**src/rtl/cache_tag_lookup.sv**
```systemverilog
// cache_tag_lookup: N-way set-associative tag store with lookup, miss/refill
// handshake, round-robin victim selection and a one-set-per-cycle flush.
// The tag compare is done against the incoming address in the accept cycle,
// so every response field comes straight from a register in the LOOKUP cycle.
module cache_tag_lookup #(
    parameter  int ADDR_WIDTH  = 32,
    parameter  int N_WAYS      = 2,
    parameter  int BLOCK_SIZE  = 128,
    parameter  int NUM_SETS    = 32,
    localparam int OFFSET_BITS = $clog2(BLOCK_SIZE),
    localparam int INDEX_BITS  = $clog2(NUM_SETS),
    localparam int TAG_BITS    = ADDR_WIDTH - INDEX_BITS - OFFSET_BITS,
    localparam int WAY_BITS    = $clog2(N_WAYS)
) (
    input  logic                   clk,
    input  logic                   rst,
    input  logic                   req_valid,
    output logic                   req_ready,
    input  logic [ADDR_WIDTH-1:0]  req_addr,
    output logic                   resp_valid,
    output logic                   resp_hit,
    output logic [WAY_BITS-1:0]    resp_way,
    output logic [TAG_BITS-1:0]    resp_tag,
    output logic [INDEX_BITS-1:0]  resp_index,
    output logic [OFFSET_BITS-1:0] resp_offset,
    output logic                   refill_req,
    output logic [WAY_BITS-1:0]    refill_way,
    output logic [INDEX_BITS-1:0]  refill_index,
    input  logic                   refill_done,
    input  logic                   flush_start,
    output logic                   flush_busy
);

    typedef enum logic [1:0] {
        ST_IDLE      = 2'd0,
        ST_LOOKUP    = 2'd1,
        ST_MISS_WAIT = 2'd2,
        ST_FLUSH     = 2'd3
    } state_t;

    localparam logic [INDEX_BITS-1:0] FLUSH_LAST = INDEX_BITS'(NUM_SETS - 1);

    state_t                  state_q, state_d;

    // Tag store, per-set valid bits and per-set round-robin pointer
    logic [N_WAYS-1:0]       valid_q [NUM_SETS];
    logic [TAG_BITS-1:0]     tag_q   [NUM_SETS][N_WAYS];
    logic [WAY_BITS-1:0]     ptr_q   [NUM_SETS];

    logic [INDEX_BITS-1:0]   flush_cnt_q;
    logic                    flush_busy_q;

    logic                    resp_valid_q;
    logic                    resp_hit_q;
    logic [WAY_BITS-1:0]     resp_way_q;
    logic [TAG_BITS-1:0]     resp_tag_q;
    logic [INDEX_BITS-1:0]   resp_index_q;
    logic [OFFSET_BITS-1:0]  resp_offset_q;
    logic                    victim_from_ptr_q;

    logic                    refill_req_q;
    logic [WAY_BITS-1:0]     refill_way_q;
    logic [INDEX_BITS-1:0]   refill_index_q;

    // Address field split of the incoming request
    logic [TAG_BITS-1:0]     req_tag_s;
    logic [INDEX_BITS-1:0]   req_index_s;
    logic [OFFSET_BITS-1:0]  req_offset_s;

    assign req_tag_s    = req_addr[ADDR_WIDTH-1 -: TAG_BITS];
    assign req_index_s  = req_addr[OFFSET_BITS +: INDEX_BITS];
    assign req_offset_s = req_addr[OFFSET_BITS-1:0];

    // Lookup results for the incoming address
    logic                    lk_hit_s;
    logic [WAY_BITS-1:0]     lk_hit_way_s;
    logic                    inv_found_s;
    logic [WAY_BITS-1:0]     inv_way_s;
    logic [WAY_BITS-1:0]     victim_way_s;
    logic                    victim_from_ptr_s;

    // FSM control strobes
    logic                    accept_s;
    logic                    miss_s;
    logic                    fill_s;
    logic                    flush_step_s;
    logic                    enter_flush_s;
    logic                    flush_last_s;

    // Tag compare across all ways; scanning downwards leaves the lowest match/invalid way
    always_comb begin
        lk_hit_s     = 1'b0;
        lk_hit_way_s = '0;
        inv_found_s  = 1'b0;
        inv_way_s    = '0;
        for (int w = N_WAYS - 1; w >= 0; w--) begin
            lk_hit_way_s = (valid_q[req_index_s][w] && (tag_q[req_index_s][w] == req_tag_s))
                           ? WAY_BITS'(w) : lk_hit_way_s;
            lk_hit_s     = lk_hit_s | (valid_q[req_index_s][w] && (tag_q[req_index_s][w] == req_tag_s));
            inv_way_s    = (!valid_q[req_index_s][w]) ? WAY_BITS'(w) : inv_way_s;
            inv_found_s  = inv_found_s | !valid_q[req_index_s][w];
        end
    end

    assign victim_from_ptr_s = !inv_found_s;
    assign victim_way_s      = inv_found_s ? inv_way_s : ptr_q[req_index_s];
    assign flush_last_s      = (flush_cnt_q == FLUSH_LAST);

    // Next-state and control strobes
    always_comb begin
        state_d       = state_q;
        accept_s      = 1'b0;
        miss_s        = 1'b0;
        fill_s        = 1'b0;
        flush_step_s  = 1'b0;
        enter_flush_s = 1'b0;
        case (state_q)
            ST_IDLE: begin
                if (flush_start) begin
                    state_d       = ST_FLUSH;
                    enter_flush_s = 1'b1;
                end else if (req_valid) begin
                    state_d  = ST_LOOKUP;
                    accept_s = 1'b1;
                end else begin
                    state_d = ST_IDLE;
                end
            end
            ST_LOOKUP: begin
                if (resp_hit_q) begin
                    state_d = ST_IDLE;
                end else begin
                    state_d = ST_MISS_WAIT;
                    miss_s  = 1'b1;
                end
            end
            ST_MISS_WAIT: begin
                if (refill_done) begin
                    state_d = ST_IDLE;
                    fill_s  = 1'b1;
                end else begin
                    state_d = ST_MISS_WAIT;
                end
            end
            ST_FLUSH: begin
                flush_step_s = 1'b1;
                if (flush_last_s) begin
                    state_d = ST_IDLE;
                end else begin
                    state_d = ST_FLUSH;
                end
            end
            default: begin
                state_d = ST_IDLE;
            end
        endcase
    end

    // State register, response/refill/flush output registers
    always_ff @(posedge clk) begin
        if (rst) begin
            state_q           <= ST_IDLE;
            resp_valid_q      <= 1'b0;
            resp_hit_q        <= 1'b0;
            resp_way_q        <= '0;
            resp_tag_q        <= '0;
            resp_index_q      <= '0;
            resp_offset_q     <= '0;
            victim_from_ptr_q <= 1'b0;
            refill_req_q      <= 1'b0;
            refill_way_q      <= '0;
            refill_index_q    <= '0;
            flush_busy_q      <= 1'b0;
            flush_cnt_q       <= '0;
        end else begin
            state_q      <= state_d;
            resp_valid_q <= accept_s;
            if (accept_s) begin
                resp_hit_q        <= lk_hit_s;
                resp_way_q        <= lk_hit_s ? lk_hit_way_s : victim_way_s;
                resp_tag_q        <= req_tag_s;
                resp_index_q      <= req_index_s;
                resp_offset_q     <= req_offset_s;
                victim_from_ptr_q <= victim_from_ptr_s;
            end
            if (miss_s) begin
                refill_req_q   <= 1'b1;
                refill_way_q   <= resp_way_q;
                refill_index_q <= resp_index_q;
            end else if (fill_s) begin
                refill_req_q <= 1'b0;
            end
            if (enter_flush_s) begin
                flush_busy_q <= 1'b1;
            end else if (flush_step_s && flush_last_s) begin
                flush_busy_q <= 1'b0;
            end
            if (flush_step_s) begin
                flush_cnt_q <= flush_cnt_q + 1'b1;
            end
        end
    end

    // Valid bits and replacement pointers: cleared by reset/flush, updated on fill
    always_ff @(posedge clk) begin
        if (rst) begin
            for (int s = 0; s < NUM_SETS; s++) begin
                valid_q[s] <= '0;
                ptr_q[s]   <= '0;
            end
        end else if (flush_step_s) begin
            valid_q[flush_cnt_q] <= '0;
            ptr_q[flush_cnt_q]   <= '0;
        end else if (fill_s) begin
            valid_q[refill_index_q][refill_way_q] <= 1'b1;
            if (victim_from_ptr_q) begin
                ptr_q[refill_index_q] <= ptr_q[refill_index_q] + 1'b1;
            end
        end
    end

    // Tag array write on fill; contents need no reset because valid bits gate them
    always_ff @(posedge clk) begin
        if (fill_s) begin
            tag_q[refill_index_q][refill_way_q] <= resp_tag_q;
        end
    end

    assign req_ready    = (state_q == ST_IDLE) && !flush_start;
    assign resp_valid   = resp_valid_q;
    assign resp_hit     = resp_hit_q;
    assign resp_way     = resp_way_q;
    assign resp_tag     = resp_tag_q;
    assign resp_index   = resp_index_q;
    assign resp_offset  = resp_offset_q;
    assign refill_req   = refill_req_q;
    assign refill_way   = refill_way_q;
    assign refill_index = refill_index_q;
    assign flush_busy   = flush_busy_q;

endmodule

```
**config.mk**
```make
export PLATFORM = sky130hd
export DESIGN_NAME = cache_tag_lookup
export DESIGN_NICKNAME = d
export VERILOG_FILES = /design/src/rtl/cache_tag_lookup.sv
export SDC_FILE = /design/constraint.sdc
export NUM_CORES = 1
export LEC_CHECK = 0
export BUFFER_PORTS_ARGS = -buffer_cell sky130_fd_sc_hd__buf_2
export CAP_MARGIN = 25
export CORE_AREA = 2 2 342 344
export CTS_CLUSTER_SIZE = 20
export DETAILED_ROUTE_END_ITERATION = 6
export DIE_AREA = 0 0 344 346
export PLACE_DENSITY = 0.65
export SLEW_MARGIN = 40
export SYNTH_ARGS = -nofsm -noshare
export SYNTH_HDL_FRONTEND = slang
export SYNTH_SLANG_ARGS = --single-unit
export TNS_END_PERCENT = 50
```
**constraint.sdc**
```tcl
create_clock -name clk -period 9.5 [get_ports clk]
set_clock_uncertainty 0.2 [all_clocks]
set_input_delay 0.95 -clock clk [delete_from_list [all_inputs] [get_ports clk]]
set_output_delay 0.95 -clock clk [all_outputs]
set_load 0.005 [all_outputs]
```
==> results of run 1 <==
-- state kept, by name, indices dropped and copies added (netlist names), named ones only --
register	cells
tag_q	1280
valid_q	64
ptr_q	32
resp_tag	20
resp_offset	7
flush_cnt_q	5
refill_index	5
resp_index	5
state_q	2
flush_busy	1
refill_req	1
refill_way	1
resp_hit	1
resp_valid	1
resp_way	1
victim_from_ptr_q	1
-- worst min-delay path by stage --
stage                                   end         startpoint
after global routing         resp_offset[0]        req_addr[0]
after detailed placement     resp_offset[2]     resp_offset[2]
after CTS                    resp_offset[0]        req_addr[0]
final                        resp_offset[2]        req_addr[2]
after global placement       resp_offset[3]     resp_offset[3]
after floorplan           victim_from_ptr_q  victim_from_ptr_q
-- cells in the mapped netlist (30+ instances only) --
cell type  count  area [sq um]
edfxtp_1    1376         41300
nor2_1       213           800
dfxtp_1       56          1120
a22oi_1       57           428
nand3_1       34           170
o21bai_1      80           601
mux2i_1      163          1630
buf_2         52           260
a221oi_1      30           263
mux4_2       289          6510
clkbuf_1      73           274
a21oi_1       54           270
nand2_1      195           732
-- final cells by class --
cell class                 count  share of cell area
multi-input combinational   1409               0.219
tap                         1524              0.0292
inverter                       8            0.000479
sequential                  1432               0.651
clock inverter                80              0.0123
timing repair buffer         200              0.0302
antenna                        2           0.0000767
clock buffer                 184              0.0577
-- power by group --
part	internal (mW)	leakage, nW	switching (mW)
sequential	6.93	13.3	0.0295
clock	3.08	2.21	2.41
combinational	0.246	5.77	0.455
-- per-stage QoR --
| stage | util | power (mW) | instance area, sq um |
|---|---|---|---|
| 2_1_floorplan | - | 7.51 | 57300 |
| 3_3_place_gp | 0.517 | 7.77 | 59700 |
| 3_5_place_dp | 0.524 | 7.78 | 60500 |
| 4_1_cts | 0.563 | 13.2 | 65000 |
| 5_1_grt | 0.565 | 13.5 | 65200 |
| 6_report | 0.565 | 13.2 | 65200 |
-- kinds of logic after synthesis --
logic type / Yosys count / share of synthesized area
flops: 1432 / 0.741
simple gates: 532 / 0.0401
mux: 481 / 0.151
compound gates: 357 / 0.0446
buf+inv: 185 / 0.0169
xor+xnor: 37 / 0.00566
fa+ha+maj: 2 / 0.000437
-- per-layer routing --
| metal | wire length [microns] | track usage | up-vias |
|---|---|---|---|
| met5 | 12 | 0 | - |
| met4 | 5350 | 0.0896 | 2 |
| met3 | 16200 | 0.0637 | 292 |
| met2 | 75700 | 0.417 | 1818 |
| met1 | 61900 | 0.375 | 16500 |
| li1 | - | - | 12600 |
-- critical path, stage by stage --
cell	delay, ns
buf_4	0.49
clkinv_2	0.81
buf_4	0.59
mux2i_1	0.67
a32oi_1	0.11
nand2_1	0.25
xor2_1	0.17
o2111ai_1	0.18
nor3_1	0.22
nand4_1	0.28
a221oi_2	0.30
==> reports/metrics.csv, run 1 <==
metric,value,unit
coreArea,115000,sq um
finalWirelength,159,mm
synthDistinctLibCells,67,
dpl.cell_count,4565,
netlist_instances,3026,
cts_buffer_depth,3,
layout.nets,3233,
yosysWarnings,0,
clk_pin_slew,0.06,ns
status,completed,
ys_seq_area_frac,0.741,
drv_slew,0,
cts_buffers,143,
relSlewSlack,0.395,
drc_errors,0,
clkLatencyLatePin,0.76,ns
setup_violations,0,
cts_tree,built,
clock-sinks,1432,
antenna_left,0,
min_path_type,input port to register,
hold_violations,0,
rsz0062_at_grt,false,
start_util,0.496,
gp_congestion,0.942,
power.ir.vdd_worst,0.173,mV
vias,31200,
die_y,346,microns
io_buffer_count,80,
arrival,5.17,ns
fmax,213,MHz
maxCapViolations,0,
ys_seq_elements,1432,
synth_area_per_cell,18.9,sq um
postCtsHoldBufs,0,
cts_resized,0,
final_cells,4839,
io_pins,81,
grt_pass1_wl,226,mm
via_per_inst,6.45,
worst_slew_pin_slew,0.906,ns
crit_start,req_addr[10],
syn_area,57300,sq um
die_area,119000,sq um
synth-edff-count,1376,
drtIter0Drc,4586,
cp_max_fo,37,
multi_input_area,14300,sq um
hold_path_depth,3,
postSynth.asyncResetShare,0,
regArea,42500,sq um
r2r_slack,5.96,ns
grt_max_degree,105,
finalCritPeriodShare,0.494,
final_common_cell,edfxtp_1,
root_buffer,clkbuf_16,
n_fill_cell,8609,
final_cell_mix,"edfxtp_1, mux4_2, nand2_1",
cp-end-kind,register,
avgRoutedWirePerCell,32.9,microns
antenna_found_initial,6,
min_period,4.69,ns
crit_required,9.97,ns
htreeDepth,4,
drive_above_1_share,0.248,
start_kind,input port,
placementRows,125,
area_growth,13.9,%
p_leak,21.3,nW
holdWs,0.226,ns
power.density,202,nW/um^2
hpwl,99.1,mm
die_x,344,microns
post-cts-setup-buffers,0,
grt-ovfl-total,0,
syn_nets,3065,
dr.pass1.iters,7,
worstReg2RegEnd,ptr_q[23],
track_usage,0.268,
totalNegativeSetupSlack,0,ns
pre_cts_slack,4.16,ns
ys.flop_type,edfxtp_1,
r2r_cells,8,
path_class,input port to register,
endpoint,resp_hit,
grt_pass1_vias,30900,
worstReg2RegStart,state_q[1],
setup_ws,4.81,ns
(Power assumes the default switching activity.)
==> inputs of run 2 (changes only) <==
PLACE_DENSITY = 0.68   (was 0.65)
clock period = 3.8 ns   (was 9.5 ns; I/O delays follow)
==> run 2 against run 1 <==
Compared with the run above: cell area grew 1.6%; setup slack lost 4.5 ns; combinational power grew to 2.6 times the previous value; critical endpoint unchanged; largest cell class unchanged.
==> reports/metrics.csv, run 2 (synthesis gave the netlist of run 1 again) <==
metric,value,unit,change
final_cell_mix,"edfxtp_1, mux4_2, buf_4",,"was edfxtp_1, mux4_2, nand2_1"
root_buffer,clkbuf_16,,unchanged
totalNegativeSetupSlack,0,ns,unchanged
cp-end-kind,register,,unchanged
die_area,119000,sq um,unchanged
layout.nets,3417,,was 3233
relSlewSlack,0.413,,was 0.395
maxCapViolations,0,,unchanged
drtIter0Drc,4524,,was 4586
clock-sinks,1432,,unchanged
grt_pass1_wl,228,mm,was 226 mm
min_to,resp_index[4],,was resp_offset[2]
finalCritPeriodShare,0.910,,
hpwl,100,mm,was 99.1 mm
clk_pin_slew,0.06,ns,about the same
dr.pass1.iters,7,,unchanged
cts_tree,built,,unchanged
area_growth,15.7,%,was 13.9%
gp_congestion,0.897,,was 0.942
track_usage,0.271,,was 0.268
grt-ovfl-total,0,,unchanged
placementRows,125,,unchanged
critical_path.cell_chain,"mux4_1, mux2_2, a22oi_1, o2111ai_1, xor2_1, nor4_2, nand4_1, buf_4, a221oi_2",,"was buf_4, clkinv_2, buf_4, mux2i_1, a32oi_1, nand2_1, xor2_1, o2111ai_1, nor3_1, nand4_1, a221oi_2"
final_common_cell,edfxtp_1,,unchanged
largest_registers,"tag_q: 1280 flops, valid_q: 64 flops, ptr_q: 32 flops",,unchanged
cts_buffer_depth,3,,unchanged
start_kind,register,,was input port
setup_violations,0,,unchanged
path_class,register to register,,was input port to register
r2r_slack,0.34,ns,was 5.96 ns
fmax,289,MHz,
min_period,3.46,ns,
multi_input_area,14100,sq um,was 14300 sq um
min_path_type,input port to register,,unchanged
grt_max_degree,77,,was 105
io_buffer_count,80,,unchanged
cp_max_fo,2,,was 37
drc_errors,0,,unchanged
regArea,42500,sq um,about the same
htreeDepth,4,,unchanged
rsz0062_at_grt,false,,unchanged
vias,32100,,was 31200
hold_violations,0,,unchanged
p_leak,22.1,nW,was 21.3 nW
p_seq_frac,0.526,,was 0.529
coreArea,115000,sq um,unchanged
start_util,0.496,,unchanged
avgRoutedWirePerCell,31.9,microns,was 32.9 microns
cp_slowest_cell,a22oi_1,,was clkinv_2
drv_slew,0,,unchanged
status,completed,,unchanged
clkPwrFrac,0.418,,about the same
path_buf_inv,1,,was 3
r2r_cells,9,,was 8
die_x,344,microns,unchanged
antenna_found_initial,6,,unchanged
io_pins,81,,unchanged
switching_share,0.215,,was 0.220
arrival,3.93,ns,was 5.17 ns
cts_buffers,143,,unchanged
via_per_inst,6.39,,was 6.45
p_int,26.1,mW,was 10.3 mW
max_stage_delay,0.55,ns,was 0.81 ns
n_fill_cell,8394,,was 8609
critPathTopFamily,compound AO/OA/AOI/OAI gates,,was buffers and inverters
drive_above_1_share,0.272,,was 0.248
power_frac_comb,0.056,,was 0.053
power.density,501,nW/um^2,was 202 nW/um^2
worst_slew_pin_slew,0.870,ns,was 0.906 ns
grt_pass1_vias,31900,,was 30900
worstReg2RegStart,tag_q[9][3],,was state_q[1]
power.ir.vdd_worst,0.426,mV,was 0.173 mV
clkLatencyLatePin,0.78,ns,was 0.76 ns
hold_path_depth,4,,was 3
p_switching,7.15,mW,was 2.90 mW
antenna_left,0,,unchanged
finalWirelength,160,mm,was 159 mm
worstReg2RegEnd,resp_hit,,was ptr_q[23]
postLayoutCoreUtil,0.574,,was 0.565
largest_reg_flops,1280,,unchanged
die_y,346,microns,unchanged
hold_start,req_addr[11],,was req_addr[2]
largest-register,tag_q,,unchanged
crit_required,4.27,ns,was 9.97 ns
## run 2: changes by cell type in the layout (fill, tap and decap cells not counted), moves of 8 or more
| cell | delta |
|---|---|
| buf_4 | +162 |
| dlygate4sd3_1 | +40 |
| nor2_2 | +35 |
| nor2_4 | -35 |
| buf_12 | +25 |
| buf_16 | -20 |
| buf_8 | -18 |
| dfxtp_2 | -9 |
| dfxtp_4 | +9 |
| clkinv_2 | -8 |
## run 2: repair_timing
action,in CTS,in global routing
setup buffers,0,0
hold buffers,40,0
resized for setup,0,0
setup endpoints to repair,0,0
hold endpoints to repair,39,0
## run 2: power groups by stage
| stage | Sequential (mW) | Combinational [mW] | Clock [mW] |
|---|---|---|---|
| final | 17.5 | 1.85 | 13.9 |
| after floorplan | 17.8 | 1.00 | 0 |
| after detailed placement | 17.8 | 1.79 | 0 |
| after global placement | 17.8 | 1.75 | 0 |
| after global routing | 17.5 | 1.93 | 14.6 |
| after CTS | 17.5 | 1.83 | 14.0 |
## run 2: stage by stage
stage                     hold WS [ns]  instances  instance area [sq um]  setup slack [ns]  total power [mW]
final                            0.146       5020                  66300             0.341              33.2
after global routing             0.155       5018                  66300             0.280              34.0
after CTS                       0.0751       5017                  66300             0.388              33.3
after detailed placement         0.260       4717                  61200            -0.343              19.6
after global placement           0.240       4717                  61200            -0.298              19.5
after floorplan                  0.241       3026                  57300             0.662              18.8
## run 2: per-layer routing
layer,up-vias,GRT usage,wire [microns]
li1,13000,-,-
met1,16700,0.376,60300
met2,2095,0.424,75500
met3,302,0.0681,19400
met4,0,0.0849,5100
met5,-,0,0
## run 2: worst reg2reg max path: cells and delay by family, from the launching register on
family	cells	cell delay [ns]
xor+xnor	1	0.24
compound gates	3	1.16
mux	2	0.83
simple gates	2	0.42
buf+inv	1	0.18
flops	1	0.35
## run 2: cell type report
| cell class | count | share of cell area |
|---|---|---|
| diodes | 3 | 0.000113 |
| inverters | 8 | 0.000472 |
| repair buffers | 384 | 0.0480 |
| multi-input cells | 1409 | 0.212 |
| clock inverters | 71 | 0.0103 |
| clock buffers | 189 | 0.0593 |
| well taps | 1524 | 0.0288 |
| flip-flops and latches | 1432 | 0.641 |
## run 2: how the worst max path moves through the flow
stage,from,endpoint,slack [ns],cells past startpoint
3_5_place_dp,req_addr[7],resp_hit,-0.34,12
3_3_place_gp,req_addr[7],resp_hit,-0.30,12
4_1_cts,tag_q[9][3],resp_hit,0.39,9
5_1_grt,tag_q[11][16],resp_hit,0.28,9
6_report,tag_q[9][3],resp_hit,0.34,9
2_1_floorplan,req_addr[7],resp_hit,0.66,13
